--- src/rtl/mig_pkg.sv ---
// rtl/mig_pkg.sv - shared types and helpers for the MIG sequential evaluator
package mig_pkg;

    function automatic int sel_w(input int nin, input int nnodes);
        return $clog2(1 + nin + nnodes);
    endfunction

    localparam int MIG_NUM_IN    = 7;
    localparam int MIG_NUM_NODES = 8;
    localparam int MIG_SEL_W     = sel_w(MIG_NUM_IN, MIG_NUM_NODES);

    typedef struct packed {
        logic                 ca;
        logic                 cb;
        logic                 cc;
        logic [MIG_SEL_W-1:0] sela;
        logic [MIG_SEL_W-1:0] selb;
        logic [MIG_SEL_W-1:0] selc;
    } mig_node_cfg_t;

    typedef enum logic [1:0] {IDLE, RUN, CAPT, FIN} mig_state_e;

    typedef enum logic {MODE_EVAL = 1'b0, MODE_SWEEP = 1'b1} mig_mode_e;

endpackage

--- src/rtl/mig_node_alu.sv ---
// rtl/mig_node_alu.sv - operand muxes, complement, MAJ3 and forward-reference check for one node
module mig_node_alu
    import mig_pkg::*;
#(
    parameter int NUM_IN    = 7,
    parameter int NUM_NODES = 8,
    parameter int SEL_W     = sel_w(NUM_IN, NUM_NODES),
    parameter int KW        = (NUM_NODES > 1) ? $clog2(NUM_NODES) : 1
) (
    input  logic [2:0]          cpl,
    input  logic [SEL_W-1:0]    sel_a,
    input  logic [SEL_W-1:0]    sel_b,
    input  logic [SEL_W-1:0]    sel_c,
    input  logic [KW-1:0]       k,
    input  logic [2**SEL_W-1:0] sig,
    output logic                val,
    output logic                fref
);
    logic [SEL_W:0] lim;
    logic           fr_a, fr_b, fr_c;
    logic           a, b, c;

    always_comb begin
        // node k may only read indices strictly below its own slot
        lim  = (SEL_W+1)'(NUM_IN + 1) + (SEL_W+1)'(k);
        fr_a = {1'b0, sel_a} >= lim;
        fr_b = {1'b0, sel_b} >= lim;
        fr_c = {1'b0, sel_c} >= lim;
        a    = (fr_a ? 1'b0 : sig[sel_a]) ^ cpl[2];
        b    = (fr_b ? 1'b0 : sig[sel_b]) ^ cpl[1];
        c    = (fr_c ? 1'b0 : sig[sel_c]) ^ cpl[0];
        val  = (a & b) | (a & c) | (b & c);
        fref = fr_a | fr_b | fr_c;
    end
endmodule

--- src/rtl/mig_seq_evaluator.sv ---
// rtl/mig_seq_evaluator.sv - time-multiplexed programmable MIG evaluator; SWEEP mode under MIG_SEQ_SWEEP_EN
module mig_seq_evaluator
    import mig_pkg::*;
#(
    parameter int NUM_IN    = 7,
    parameter int NUM_NODES = 8,
    localparam int SEL_W    = sel_w(NUM_IN, NUM_NODES),
    localparam int CFG_W    = 3 * SEL_W + 3,
    localparam int AW       = $clog2(NUM_NODES + 1)
) (
    input  logic                 clk,
    input  logic                 rst,
    input  logic                 cfg_we,
    input  logic [AW-1:0]        cfg_addr,
    input  logic [CFG_W-1:0]     cfg_data,
    input  logic                 start,
    input  logic                 mode,
    input  logic [NUM_IN-1:0]    vec_in,
    output logic                 busy,
    output logic                 done,
    output logic                 result,
    output logic [2**NUM_IN-1:0] tt_out,
    output logic                 err
);
    localparam int KW = (NUM_NODES > 1) ? $clog2(NUM_NODES) : 1;
    localparam int NV = 2 ** NUM_IN;

    mig_state_e                     state, state_n;
    logic [NUM_NODES-1:0][CFG_W-1:0] cfg_q;
    logic [SEL_W:0]                 out_cfg;
    logic [NUM_NODES-1:0]           node_q;
    logic [NUM_IN-1:0]              vec_q;
    logic [KW-1:0]                  k_q;
    logic [2**SEL_W-1:0]            sig;
    logic [CFG_W-1:0]               cur;
    logic                           alu_val, alu_fref, out_val, k_last;

`ifdef MIG_SEQ_SWEEP_EN
    mig_mode_e                      mode_q;
    logic [NUM_IN:0]                v_q;
    logic [NV-1:0]                  tt_q;
    logic                           v_last;
    assign v_last = (v_q == (NUM_IN+1)'(NV - 1));
    assign tt_out = tt_q;
`else
    assign tt_out = '0;
`endif

    // index space: 0 = const0, then inputs, then nodes, then zero padding
    always_comb begin
        sig = '0;
        sig[NUM_IN:1] = vec_q;
        sig[NUM_IN+NUM_NODES:NUM_IN+1] = node_q;
    end

    assign cur     = cfg_q[k_q];
    assign k_last  = (k_q == KW'(NUM_NODES - 1));
    assign out_val = sig[out_cfg[SEL_W-1:0]] ^ out_cfg[SEL_W];

    mig_node_alu #(.NUM_IN(NUM_IN), .NUM_NODES(NUM_NODES), .SEL_W(SEL_W), .KW(KW)) u_alu (
        .cpl   (cur[CFG_W-1 -: 3]),
        .sel_a (cur[3*SEL_W-1 -: SEL_W]),
        .sel_b (cur[2*SEL_W-1 -: SEL_W]),
        .sel_c (cur[SEL_W-1:0]),
        .k     (k_q),
        .sig   (sig),
        .val   (alu_val),
        .fref  (alu_fref)
    );

    always_ff @(posedge clk or posedge rst) begin
        if (rst) state <= IDLE;
        else     state <= state_n;
    end

    always_comb begin
        state_n = state;
        case (state)
            IDLE: begin
`ifdef MIG_SEQ_SWEEP_EN
                if (start) state_n = RUN;
`else
                if (start && mode == MODE_EVAL) state_n = RUN;
`endif
            end
            RUN:  if (k_last) state_n = CAPT;
            CAPT: begin
`ifdef MIG_SEQ_SWEEP_EN
                if (mode_q == MODE_SWEEP && !v_last) state_n = RUN;
                else                                 state_n = FIN;
`else
                state_n = FIN;
`endif
            end
            FIN:     state_n = IDLE;
            default: state_n = IDLE;
        endcase
    end

    always_ff @(posedge clk or posedge rst) begin
        if (rst) begin
            cfg_q   <= '0;
            out_cfg <= '0;
            node_q  <= '0;
            vec_q   <= '0;
            k_q     <= '0;
            busy    <= 1'b0;
            done    <= 1'b0;
            result  <= 1'b0;
            err     <= 1'b0;
`ifdef MIG_SEQ_SWEEP_EN
            mode_q  <= MODE_EVAL;
            v_q     <= '0;
            tt_q    <= '0;
`endif
        end else begin
            done <= 1'b0;
            if (cfg_we && !busy) begin
                if (cfg_addr < AW'(NUM_NODES))       cfg_q[cfg_addr[KW-1:0]] <= cfg_data;
                else if (cfg_addr == AW'(NUM_NODES)) out_cfg <= cfg_data[SEL_W:0];
            end
            case (state)
                IDLE: if (start) begin
                    if (mode == MODE_EVAL) begin
                        busy  <= 1'b1;
                        err   <= 1'b0;
                        k_q   <= '0;
                        vec_q <= vec_in;
`ifdef MIG_SEQ_SWEEP_EN
                        mode_q <= MODE_EVAL;
`endif
                    end else begin
`ifdef MIG_SEQ_SWEEP_EN
                        busy   <= 1'b1;
                        err    <= 1'b0;
                        k_q    <= '0;
                        vec_q  <= '0;
                        v_q    <= '0;
                        mode_q <= MODE_SWEEP;
`else
                        err    <= 1'b1;
`endif
                    end
                end
                RUN: begin
                    node_q[k_q] <= alu_val;
                    if (alu_fref) err <= 1'b1;
                    k_q <= k_last ? '0 : k_q + 1'b1;
                end
                CAPT: begin
`ifdef MIG_SEQ_SWEEP_EN
                    if (mode_q == MODE_SWEEP) begin
                        tt_q[v_q[NUM_IN-1:0]] <= out_val;
                        if (v_last) begin
                            busy <= 1'b0;
                        end else begin
                            v_q   <= v_q + 1'b1;
                            vec_q <= vec_q + 1'b1;
                            k_q   <= '0;
                        end
                    end else begin
                        result <= out_val;
                        busy   <= 1'b0;
                    end
`else
                    result <= out_val;
                    busy   <= 1'b0;
`endif
                end
                FIN:     done <= 1'b1;
                default: ;
            endcase
        end
    end
endmodule

--- config.mk ---
export PLATFORM = sky130hd
export DESIGN_NAME = mig_seq_evaluator
export DESIGN_NICKNAME = d
export VERILOG_FILES = /design/src/rtl/mig_pkg.sv /design/src/rtl/mig_node_alu.sv /design/src/rtl/mig_seq_evaluator.sv
export SDC_FILE = /design/constraint.sdc
export NUM_CORES = 1
export LEC_CHECK = 0
export ABC_AREA = 1
export CORE_ASPECT_RATIO = 0.75
export CORE_MARGIN = 2
export CORE_UTILIZATION = 30
export CTS_BUF_LIST = sky130_fd_sc_hd__clkbuf_8 sky130_fd_sc_hd__clkbuf_16
export DETAILED_ROUTE_END_ITERATION = 8
export GPL_ROUTABILITY_DRIVEN = 0
export SYNTH_ARGS = -nofsm -noshare
export SYNTH_HDL_FRONTEND = slang
export SYNTH_SLANG_ARGS = --single-unit
--- constraint.sdc ---
create_clock -name clk -period 7.05 [get_ports clk]
set_input_delay 1.41 -clock clk [delete_from_list [all_inputs] [get_ports clk]]
set_output_delay 1.41 -clock clk [all_outputs]
set_load 0.01 [all_outputs]
==> impl_results.md <==
* Outcome: finished clean
* Post-synth cell types at 35
* Slew of the pin with the lowest slew margin at 1.13 ns
* Fin. max-slew vios at 0
* Worst reg2reg path depth at 19
* Highest net fanout along the worst path at 32
* Initial DRC count at 548
* Tcrit/Tclk final at 0.536
* Reg2reg end: node_q[2]
* Hold depth at 2
* Fmax at 265 MHz
* Total CTS buffers at 17
* Final instance area at 0.00957 sq mm
* Avg WL per Cell at 14.0 um
* Via count at 6,936
* Asr flop ratio synth at 1.00
* Die X at 201 um
* Initial antenna violation count at 0
* Post-synth EDFFs at 0
* Die area at 0.0305 sq mm
* Seq. cell area at 0.00373 sq mm
* Die Ht at 152 um
* Setup CP Type: register to register
* DP Wirelength at 14,800 um
* Yosys warning count at 0
* Post-Syn Instances at 1,138
* Post-synthesis sequential element count at 149
* Cell Pwr Density at 435 mW/mm^2
* Skew-Pair Late Insertion Delay at 0.43 ns
* Reg clk slew, reported paths at 0.07 ns
* Number of I/O port buffers at 34
* Final TNS setup at 0 ns
* Multi-input gate area in the final layout at 0.00387 sq mm
* CTS tree: built
* CP Launch Type: register
* Finish-stage setup viols at 0
* Hold Crit Class: register to register
* Final Hold Violating Endpoints at 0
* Worst hold slack at 0.480 ns
* CP Data Required Time at 7.37 ns
* Vias/cell at 4.45
* Total congestion overflow at 0
* Post-Route Skew at 0.0104 ns
* Final Non-Filler Cells at 1,560
* Antenna viol nets, final at 0
* Seq/Total Area, Yosys at 0.427
* Worst vdd ir at 0.219 mV
* Dpl cells at 1,529
* Area Overhead vs Synth at 9.59%
* CTS max path bufs at 2
* Min Tclk post-route at 3.78 ns
* # rows at 54
* Layout Nets at 1,202
* Total power at 4.16 mW
* Main synth FF type: dfrtp_1
* CTS Sinks at 149
* Global-route wire length before repair at 34,700 um
* All-layer global routing usage at 0.147
* FILL cells at 3,080
* Reg-to-Reg Start: k_q[0]
* Slew margin rel. at 0.243
* Max cap viols at 0
* WL final at 21,800 um
* CTS Hold Bufs at 0
* Post-CTS setup repair buffer count at 0
* I/O pin cnt at 163
* Hold endpoint: cfg_q[10]
* Synth Area per Inst at 7.67 sq um
* First-pass detailed-route iteration total at 5
* Post-Syn Area at 0.00873 sq mm
* R2r setup slk at 3.27 ns
* Initial core utilization at 0.303
* Core Util, Final at 0.332
* Most frequent cells in the layout: nand2_1 (276), o21ai_0 (176), dfrtp_1 (148)
* Leading cell type in the layout, fill and taps excluded: nand2_1
* Vias in the first global route at 6,262
* Worst setup margin at 3.27 ns
* Dpl ws at 3.14 ns
* Post-CTS sizing at 0
* Largest net degree at the start of global routing at 99
* Pleak at 4.71 nW
* RSZ-0062 raised after global routing: no
* Share of layout cells above drive strength 1 at 0.0779
* H-Tree Depth at 4
* Crit path DAT at 4.10 ns
* Placed cell area at 0.00892 sq mm
* Hold path startpoint: cfg_q[10]
* Worst Setup End Kind: register
* ANT cells at 0
* DRC at 0
* Core Area at 0.0289 sq mm
* CTS Root Cell: clkbuf_16
-- cells in the mapped netlist, drive strengths merged (2+ instances only) --
library cell | instances | area share
clkbuf | 26 | 0.011
o32ai | 2 | 0.0020
buf | 144 | 0.12
dfrtp | 149 | 0.43
ha | 15 | 0.021
o211ai | 4 | 0.0040
or2 | 2 | 0.0014
a21oi | 15 | 0.0086
nor3 | 4 | 0.0023
clkinv | 2 | 0.0010
nor2 | 87 | 0.044
nand2 | 292 | 0.13
o22ai | 6 | 0.0043
o21ai | 188 | 0.11
inv | 110 | 0.047
nand3 | 76 | 0.048
nand4 | 10 | 0.0072
-- routing by layer --
layer | GRT usage | vias to the layer above | routed length (um)
met5 | 0 | - | 0
met4 | 0.0400 | 0 | 234
li1 | - | 3417 | -
met3 | 0.0261 | 21 | 1220
met2 | 0.223 | 212 | 9690
met1 | 0.214 | 3286 | 10700
-- cell families after synthesis --
logic type | share of synthesized area
and+or+nand+nor | 0.237
buffers and inverters | 0.184
AOI/OAI and AO/OA | 0.129
DFF | 0.427
adders and majority gates | 0.0215
xor gates and xnor gates | 0.00100
other | 0.000430
-- final cells by class --
cell class	instances	share of cell area
inverter	112	0.0446
timing repair buffer	42	0.0419
sequential	149	0.390
multi-input combinational	834	0.405
tap	392	0.0513
clock inverter	13	0.0214
clock buffer	18	0.0459
-- how the worst max path moves through the flow --
stage               startpoint         end  slack [ns]
floorplan                  rst        busy        1.63
global placement        cfg_we  cfg_q[111]        3.23
detailed placement      cfg_we   cfg_q[92]        3.14
CTS                     k_q[0]   node_q[2]        3.31
global route            k_q[0]   node_q[5]        2.94
finish                  k_q[0]   node_q[2]        3.27
-- report_power, final --
part,leakage (nW),switching (mW),total [mW],internal (mW)
sequential,1.91,0.196,1.34,1.14
combinational,2.49,1.21,1.81,0.593
clock,0.308,0.378,1.01,0.635
total,4.71,1.79,4.16,2.37
-- sequential cells by signal (all words and copies together) (netlist names) --
register  cells
err           1
state         2
cfg_q       120
out_cfg       5
vec_q         7
result        1
k_q           3
node_q        8
busy          1
done          1
-- critical path, stage by stage (launching register included) --
cell and delay (ns):
dfrtp_2 0.52, inv_2 0.41, buf_4 0.44, nand2_1 0.14
nand3_1 0.11, nand2_1 0.11, nor2_4 0.26, ha_1 0.28
o21ai_0 0.15, nand2_1 0.07, a21oi_1 0.19, inv_1 0.06
nor2_1 0.15, nand3_2 0.12, nand2_1 0.10, nand2_1 0.06
nand2_1 0.07, nand3_2 0.19, nand3_1 0.16, nand2_1 0.06
Note: power is estimated with default switching activity, not from simulation.
